### src/rtl/mult_div_unit.sv
// Iterative 32-bit multiply/divide unit: one shift-add or restoring shift-subtract step per cycle.
// Optional macro MULDIV_ABORT_EN adds an abort input that cancels an in-flight operation.
//
// state  | meaning
// IDLE   | waiting for start; results held
// RUN    | one multiply/divide step per cycle, 32 steps
// FINISH | sign correction, results written, done pulsed on exit
module mult_div_unit #(
    parameter int WIDTH = 32
) (
    input  logic             clk,
    input  logic             resetn,
    input  logic             start,
`ifdef MULDIV_ABORT_EN
    input  logic             abort,
`endif
    input  logic [1:0]       op,
    input  logic [WIDTH-1:0] a,
    input  logic [WIDTH-1:0] b,
    output logic             busy,
    output logic             done,
    output logic [WIDTH-1:0] hi,
    output logic [WIDTH-1:0] lo,
    output logic             divzero
);

    localparam int CW = $clog2(WIDTH);
    localparam logic [CW-1:0] LAST_STEP = CW'(WIDTH - 1);

    localparam logic [1:0] S_IDLE   = 2'd0;
    localparam logic [1:0] S_RUN    = 2'd1;
    localparam logic [1:0] S_FINISH = 2'd2;

    logic [1:0]         state_q, state_d;
    logic [CW-1:0]      cnt_q, cnt_d;
    logic [2*WIDTH-1:0] acc_q, acc_d;
    logic [WIDTH-1:0]   mcand_q, mcand_d;
    logic               is_div_q, is_div_d;
    logic               neg_q, neg_d;
    logic               rneg_q, rneg_d;
    logic               dz_q, dz_d;
    logic [WIDTH-1:0]   hi_q, hi_d;
    logic [WIDTH-1:0]   lo_q, lo_d;
    logic               divzero_q, divzero_d;
    logic               done_q, done_d;

    logic               abort_act;
    logic [WIDTH-1:0]   a_mag, b_mag;
    logic [WIDTH:0]     mult_sum;
    logic [WIDTH:0]     div_trial;
    logic [2*WIDTH-1:0] step_val;
    logic [2*WIDTH-1:0] prod_fix;
    logic [WIDTH-1:0]   quot_fix, rem_fix;

`ifdef MULDIV_ABORT_EN
    assign abort_act = abort && (state_q != S_IDLE);
`else
    assign abort_act = 1'b0;
`endif

    assign busy    = (state_q != S_IDLE);
    assign done    = done_q;
    assign hi      = hi_q;
    assign lo      = lo_q;
    assign divzero = divzero_q;

    assign a_mag = (op[0] && a[WIDTH-1]) ? -a : a;
    assign b_mag = (op[0] && b[WIDTH-1]) ? -b : b;

    // acc holds {partial product, multiplier} for mult and {remainder, quotient/dividend} for div
    always_comb begin
        mult_sum  = {1'b0, acc_q[2*WIDTH-1:WIDTH]} + (acc_q[0] ? {1'b0, mcand_q} : {(WIDTH+1){1'b0}});
        div_trial = acc_q[2*WIDTH-1:WIDTH-1] - {1'b0, mcand_q};
        if (!is_div_q) begin
            step_val = {mult_sum, acc_q[WIDTH-1:1]};
        end else if (!div_trial[WIDTH]) begin
            step_val = {div_trial[WIDTH-1:0], acc_q[WIDTH-2:0], 1'b1};
        end else begin
            step_val = {acc_q[2*WIDTH-2:0], 1'b0};
        end
    end

    always_comb begin
        prod_fix = neg_q  ? -acc_q : acc_q;
        quot_fix = neg_q  ? -acc_q[WIDTH-1:0] : acc_q[WIDTH-1:0];
        rem_fix  = rneg_q ? -acc_q[2*WIDTH-1:WIDTH] : acc_q[2*WIDTH-1:WIDTH];
    end

    always_comb begin
        state_d   = state_q;
        cnt_d     = cnt_q;
        acc_d     = acc_q;
        mcand_d   = mcand_q;
        is_div_d  = is_div_q;
        neg_d     = neg_q;
        rneg_d    = rneg_q;
        dz_d      = dz_q;
        hi_d      = hi_q;
        lo_d      = lo_q;
        divzero_d = divzero_q;
        done_d    = 1'b0;

        case (state_q)
            S_IDLE: begin
                if (start) begin
                    cnt_d    = '0;
                    is_div_d = op[1];
                    neg_d    = op[0] & (a[WIDTH-1] ^ b[WIDTH-1]);
                    if (op[1]) begin
                        mcand_d = b_mag;
                        rneg_d  = op[0] & a[WIDTH-1];
                        if (b == '0) begin
                            // divide by zero skips the iterations; hi=a, lo=all ones
                            dz_d    = 1'b1;
                            acc_d   = {a, {WIDTH{1'b1}}};
                            state_d = S_FINISH;
                        end else begin
                            dz_d    = 1'b0;
                            acc_d   = {{WIDTH{1'b0}}, a_mag};
                            state_d = S_RUN;
                        end
                    end else begin
                        mcand_d = a_mag;
                        rneg_d  = 1'b0;
                        dz_d    = 1'b0;
                        acc_d   = {{WIDTH{1'b0}}, b_mag};
                        state_d = S_RUN;
                    end
                end
            end
            S_RUN: begin
                acc_d = step_val;
                cnt_d = cnt_q + 1'b1;
                if (cnt_q == LAST_STEP) begin
                    state_d = S_FINISH;
                end
            end
            S_FINISH: begin
                state_d   = S_IDLE;
                done_d    = 1'b1;
                divzero_d = dz_q;
                if (dz_q) begin
                    hi_d = acc_q[2*WIDTH-1:WIDTH];
                    lo_d = acc_q[WIDTH-1:0];
                end else if (is_div_q) begin
                    hi_d = rem_fix;
                    lo_d = quot_fix;
                end else begin
                    hi_d = prod_fix[2*WIDTH-1:WIDTH];
                    lo_d = prod_fix[WIDTH-1:0];
                end
            end
            default: begin
                state_d = S_IDLE;
            end
        endcase

        if (abort_act) begin
            state_d   = S_IDLE;
            done_d    = 1'b0;
            hi_d      = hi_q;
            lo_d      = lo_q;
            divzero_d = divzero_q;
        end
    end

    always_ff @(posedge clk or negedge resetn) begin
        if (!resetn) begin
            state_q   <= S_IDLE;
            cnt_q     <= '0;
            acc_q     <= '0;
            mcand_q   <= '0;
            is_div_q  <= 1'b0;
            neg_q     <= 1'b0;
            rneg_q    <= 1'b0;
            dz_q      <= 1'b0;
            hi_q      <= '0;
            lo_q      <= '0;
            divzero_q <= 1'b0;
            done_q    <= 1'b0;
        end else begin
            state_q   <= state_d;
            cnt_q     <= cnt_d;
            acc_q     <= acc_d;
            mcand_q   <= mcand_d;
            is_div_q  <= is_div_d;
            neg_q     <= neg_d;
            rneg_q    <= rneg_d;
            dz_q      <= dz_d;
            hi_q      <= hi_d;
            lo_q      <= lo_d;
            divzero_q <= divzero_d;
            done_q    <= done_d;
        end
    end

endmodule

### config.mk
export PLATFORM = sky130hd
export DESIGN_NAME = mult_div_unit
export DESIGN_NICKNAME = d
export VERILOG_FILES = /design/src/rtl/mult_div_unit.sv
export SDC_FILE = /design/constraint.sdc
export NUM_CORES = 1
export LEC_CHECK = 0
export ABC_CLOCK_PERIOD_IN_PS = 4140
export BUFFER_PORTS_ARGS = -buffer_cell sky130_fd_sc_hd__buf_2
export CAP_MARGIN = 40
export CORE_MARGIN = 8
export CORE_UTILIZATION = 62
export CTS_BUF_LIST = sky130_fd_sc_hd__clkbuf_16
export DETAILED_ROUTE_END_ITERATION = 8
export PLACE_DENSITY = 0.83
export SYNTH_ARGS = -nofsm -noshare
export SYNTH_HDL_FRONTEND = slang
export SYNTH_SLANG_ARGS = --single-unit
### constraint.sdc
create_clock -name clk -period 4.14 [get_ports clk]
set_input_delay 0.414 -clock clk [delete_from_list [all_inputs] [get_ports clk]]
set_output_delay 0.414 -clock clk [all_outputs]
set_load 0.1 [all_outputs]
==> Word-level counts from Yosys, hierarchy flattened <==
Cells that the tools add are included.
{ "totals": {"wordCells": 65, "in_bits": 69, "ff_bits": 173, "output_inout_bits": 67} }
{ "classes": {"n_eq_ne": 5, "n_reduce_logical": 9, "bitwise_logic": 3, "add_sub_neg": 8, "muxes": 28} }
{ "ops": {"columns": ["operator", "count"], "rows": [
  ["64-bit 2-to-1 mux", 6],
  ["32-bit 2-to-1 mux", 10],
  ["32-bit negator", 4],
  ["64-bit one-hot mux with 2 select lines", 1],
  ["64-bit negator", 1],
  ["32-bit by 32-bit adder with 33-bit output", 1],
  ["33-bit by 32-bit subtractor with 33-bit output", 1],
  ["32-bit zero test", 1],
  ["5-bit one-hot mux with 2 select lines", 1],
  ["2-bit 2-to-1 mux", 4],
  ["2-bit AND reduction", 3],
  ["5-bit by 1-bit adder with 5-bit output, second input constant", 1],
  ["5-bit equality test, second input constant", 1],
  ["5-bit 2-to-1 mux", 1],
  ["1-bit 2-to-1 mux", 4],
  ["2-bit != test, second input constant", 2],
  ["2-bit one-hot mux with 2 select lines", 1],
  ["2-bit nonzero test", 2],
  ["1-bit bitwise AND", 2],
  ["2-bit by 1-bit equality test with 1-bit output, second input constant", 1],
  ["2-bit equality test, second input constant", 1],
  ["1-bit logical AND", 2],
  ["2-bit zero test", 1],
  ["1-bit XOR", 1]
]} }

==> Depth between registers and ports, before layout <==
{ "depth": {"depth_word": 6, "depth_mapped": 14, "mapped_depth_nobuf": 12} }

==> Worst setup path before layout <==
No wires, ideal clock.
{ "synth_path": {"path_kind": "flip-flop to flip-flop", "startpoint": "register acc_q[31]", "endpoint": "register acc_q[44]", "required_time_ns": 4.002, "path_stages_with_launch": 14, "setup_time_ns": 0.138, "period_less_slack_ns": 3.070, "arrival_ns": 2.931, "n_path_buf": 1, "slack_ns": 1.070, "cell_sequence": "dfrtp_1 -> inv_1 -> ha_1 -> fa_1 -> nand2b_1 -> a21o_1 -> a21oi_1 -> o2111ai_1 -> a211oi_1 -> nor3_1 -> nor2_1 -> clkbuf_1 -> mux2i_1 -> o21ai_0"} }
{ "synth_via": {"elab_chain_len": 4} }
{ "synth_lines": {"columns": ["item", "line", "text"], "rows": [
  ["start: declaration", "36", "logic [2*WIDTH-1:0] acc_q, acc_d;"],
  ["start signal: assignment", "171", "acc_q <= '0;"],
  ["start signal: assignment", "184", "acc_q <= acc_d;"],
  ["33-bit by 32-bit subtractor with 33-bit output", "73", "div_trial = acc_q[2*WIDTH-1:WIDTH-1] - {1'b0, mcand_q};"],
  ["64-bit 2-to-1 mux", "76", "end else if (!div_trial[WIDTH]) begin"],
  ["64-bit 2-to-1 mux", "74", "if (!is_div_q) begin"],
  ["64-bit one-hot mux with 2 select lines", "103", "case (state_q)"]
]} }
No other way between the ends.
A chain may end at the register's enable or synchronous reset.

==> Worst setup path after layout <==
{ "layout_path": {"startpoint": "register acc_q[32]", "endpoint": "register acc_q[48]"} }
{ "layout_via": {"elab_chain_len": 4, "elab_cells_between_ends": 5, "classes_between": "add/sub (2); mux (3)"} }
{ "layout_lines": {"columns": ["item", "line"], "rows": [
  ["33-bit by 32-bit subtractor with 33-bit output", "73"],
  ["64-bit 2-to-1 mux", "76"],
  ["64-bit 2-to-1 mux *", "74"],
  ["64-bit one-hot mux with 2 select lines *", "103"]
]} }
Mark *: on every way between the ends. The rest lies on a longest branch, timed or not.

==> flow_metrics.py <==
metrics = {
    "power": {
        "p_int_mw": 7.32,
        "power_frac_seq_pct": 19.4,
        "p_per_area_nw_per_um2": 944,
        "ir_worst_vdd_uv": 800,
        "switching_power_mw": 8.53,
        "power_frac_clock_pct": 10.9,
        "p_leak_nw": 7.53,
        "switching_share_pct": 53.8,
        "p_comb_share_pct": 69.8,
    },
    "setup_path": {
        "worstRegToRegCells": 12,
        "worstSetupEndpointType": "flip-flop",
        "cp.required_ns": 4.48,
        "slowest_stage": "dfrtp_1",
        "crit_cells": 12,
        "crit_buf_inv": 2,
        "crit_family": "compound AO/OA/AOI/OAI gates",
        "max_stage_delay_ns": 0.51,
        "crit_fanout": 13,
        "crit_type": "flip-flop to flip-flop",
        "r2r_end": "acc_q[48]$_DFFE_PN0P_",
        "critPathArrivalTime_ns": 3.92,
        "cp-start-kind": "flip-flop",
        "crit_chain": "inv_1, fa_1, nand2b_1, a21o_1, a21oi_1, o2111ai_1, a211oi_1, o21a_1, buf_4, o21ai_0, a31oi_1, a21boi_0",
        "r2r_setup_slack_ns": 0.56,
        "reg2reg_from": "acc_q[32]$_DFFE_PN0P_",
    },
    "cts": {
        "cts_root_buf": "clkbuf_16",
        "post_cts_buffers": 0,
        "cts_inserted_buffers": 17,
        "cts_tree": "built",
        "postCtsHoldBufs": 0,
        "cts_resized": 0,
        "h-tree-depth": 4,
        "clk_latency_ns": 0.45,
        "clockBufferDepth": 2,
        "path_clk_slew_ns": 0.09,
        "clkSinkCount": 173,
    },
    "die": {
        "core_sq_um": 24000,
        "die-area_sq_um": 29400,
        "initial_core_util_pct": 62.3,
        "pin_count": 136,
        "die_y_um": 171,
        "die_w_um": 171,
        "rows": 57,
    },
    "layout": {
        "seq_area_sq_um": 4330,
        "finalInstanceArea_sq_um": 16800,
        "finalNetCount": 2160,
        "fillers": 1962,
        "multiInputGateArea_sq_um": 9990,
        "drive_above_1_share_pct": 12.7,
        "area_delta_synth_final_pct": 12.1,
        "diodes": 0,
    },
    "timing": {
        "fin_skew_ns": 0.0195,
        "fin_crit_sh_pct": 86.6,
        "slew_violations": 0,
        "timing.fmax_mhz": 279,
        "hold_viol": 0,
        "rsz0062_at_grt": "no",
        "fin_setup_tns_ns": 0,
        "fin_hold_ws_ns": 0.0110,
        "period_needed_ns": 3.58,
        "setup_viol": 0,
        "slew_headroom_pct": 42.2,
        "tightest_slew_ns": 0.867,
    },
    "placement": {
        "post-dp-hpwl_um": 41800,
        "place.gp.congestion": 1.08,
        "io_buffers": 135,
        "dpl_cell_area_sq_um": 16200,
    },
    "synthesis": {
        "synth_cells": 1917,
        "synth_top_family_by_area": "compound AO/OA/AOI/OAI gates",
        "syn_nets": 2058,
        "synthXorXnorAreaFrac_pct": 9.65,
        "synth-seq-cells": 173,
        "synth_area_sq_um": 15000,
        "synthSimpleGateAreaFrac_pct": 20.2,
        "yosysMostFrequentCell": "nand2_1",
        "synth_compound_area_share_pct": 25.8,
        "synthMuxAreaShare_pct": 4.76,
        "synth_top_area_cell": "dfrtp_1",
        "yosys_warnings": 0,
        "synth_commonest_cells": "nand2_1 (197), o21ai_0 (181), nor2_1 (179)",
        "synth_top_cell_area_share_pct": 28.9,
        "ys_seq_area_share_pct": 28.9,
        "synth_cell_types": 73,
        "ys.flop_type": "dfrtp_1",
        "synth-async-reset-ratio_pct": 100,
        "postSynthAreaPerCell_sq_um": 7.81,
        "yosys.area_share.adder_pct": 6.12,
        "synth_edf_count": 0,
        "netlist_top_cells_area": "dfrtp_1 (29%), o21ai_0 (6.1%), ha_1 (5.9%)",
    },
    "global_route": {
        "gr-total-overflow": 0,
        "track_usage_pct": 36.8,
        "grt_max_degree": 100,
        "grt_first_pass_wirelength_um": 83500,
        "antenna_found_initial": 1,
        "grt_pass1_vias": 14800,
    },
    "drt": {
        "via_per_inst": 6.71,
        "wl_per_cell_um": 23.2,
        "drc": 0,
        "first_pass_iters": 7,
        "first_iter_violations": 1838,
        "wirelength_um": 54600,
        "drtAntennaViolNets": 0,
        "vias": 15800,
    },
    "flow_run": {
        "cap_violations": 0,
    },
    "min_path": {
        "min_path_type": "input pin to async pin",
    },
    "run_status": {
        "status": "finished, final reports clean",
    },
}
worst register-to-register path, stage by stage (launching register included):
cell	delay, ns
dfrtp_1	0.51
inv_1	0.18
fa_1	0.46
nand2b_1	0.20
a21o_1	0.21
a21oi_1	0.18
o2111ai_1	0.19
a211oi_1	0.44
o21a_1	0.20
buf_4	0.21
o21ai_0	0.14
a31oi_1	0.27
a21boi_0	0.30
cells by family after synthesis:
kind of cell | Yosys count
simple gates | 639
mux | 71
flops | 173
fa+ha+maj | 72
buf+inv | 176
compound gates | 621
xor+xnor | 165
area by class of cell:
type	instances	area share [%]
timing repair buffer	198	7.17
inverter	61	1.36
multi-input combinational	1568	59.5
tap	324	2.42
clock buffer	17	2.54
sequential	173	25.8
clock inverter	15	1.19
cells in the final DEF (no fill, tap or decap), drive strengths merged, types with 8 or more instances in the layout:
master	synthesis	layout
o211ai	22	22
clkbuf	102	17
nor3	64	64
nand4	17	17
a211oi	39	39
a31oi	28	28
buf	13	198
and2	19	19
nor2	180	180
xnor2	89	89
a21boi	9	9
nor2b	16	16
a221oi	11	11
mux2i	70	70
a21oi	155	155
inv	60	68
dfrtp	173	173
o31ai	21	21
nand2b	20	20
ha	70	70
or2	10	10
o22ai	11	11
and3	13	13
nand2	197	197
o21ai	189	189
o21a	15	15
a21o	33	33
o221ai	15	15
clkinv	1	8
or3	20	20
xor2	76	76
or4	14	14
a22oi	14	14
nor4	15	15
nand3	35	35
per-stage QoR:
step / total power, mW / util [%] / std cells / setup WS, ns
final: 15.8 / 69.8 / 2356 / 0.557
after detailed placement: 13.8 / 67.2 / 2324 / 0.640
after floorplan: 10.7 / - / 1917 / 1.07
after CTS: 15.5 / 69.8 / 2356 / 0.642
after global routing: 16.8 / 69.8 / 2356 / 0.254
after global placement: 13.6 / 66.9 / 2320 / 0.699
flip-flops by register name, summed over array words and instances (netlist names):
| name | count |
|---|---|
| acc_q | 64 |
| state_q | 2 |
| is_div_q | 1 |
| neg_q | 1 |
| cnt_q | 5 |
| hi | 32 |
| mcand_q | 32 |
| dz_q | 1 |
| rneg_q | 1 |
| lo | 32 |
| divzero | 1 |
| done | 1 |
routing by layer:
| metal | vias up | share of wire [%] | GRT usage, % |
|---|---|---|---|
| met1 | 7422 | 39 | 48.5 |
| met4 | 2 | 5.6 | 20.2 |
| met2 | 1029 | 44 | 56.6 |
| li1 | 7167 | - | - |
| met3 | 194 | 11 | 6.79 |
| met5 | - | 0.016 | 0 |
power by group through the flow:
stage               sequential (mW)  clock (mW)  combinational [mW]
finish                         3.07        1.72                11.1
global route                   3.13        1.78                11.9
CTS                            3.03        1.71                10.8
detailed placement             3.06           0                10.7
global placement               3.03           0                10.6
floorplan                      3.34           0                7.35
how the worst max path moves through the flow:
stage | startpoint | to
6_report | acc_q[32]$_DFFE_PN0P_ | acc_q[48]$_DFFE_PN0P_
3_5_place_dp | b[11] | acc_q[48]$_DFFE_PN0P_
4_1_cts | acc_q[31]$_DFFE_PN0P_ | acc_q[53]$_DFFE_PN0P_
5_1_grt | acc_q[31]$_DFFE_PN0P_ | acc_q[49]$_DFFE_PN0P_
3_3_place_gp | b[11] | acc_q[48]$_DFFE_PN0P_
2_1_floorplan | acc_q[31]$_DFFE_PN0P_ | acc_q[44]$_DFFE_PN0P_
No activity file was read; power rests on OpenSTA's default activity.
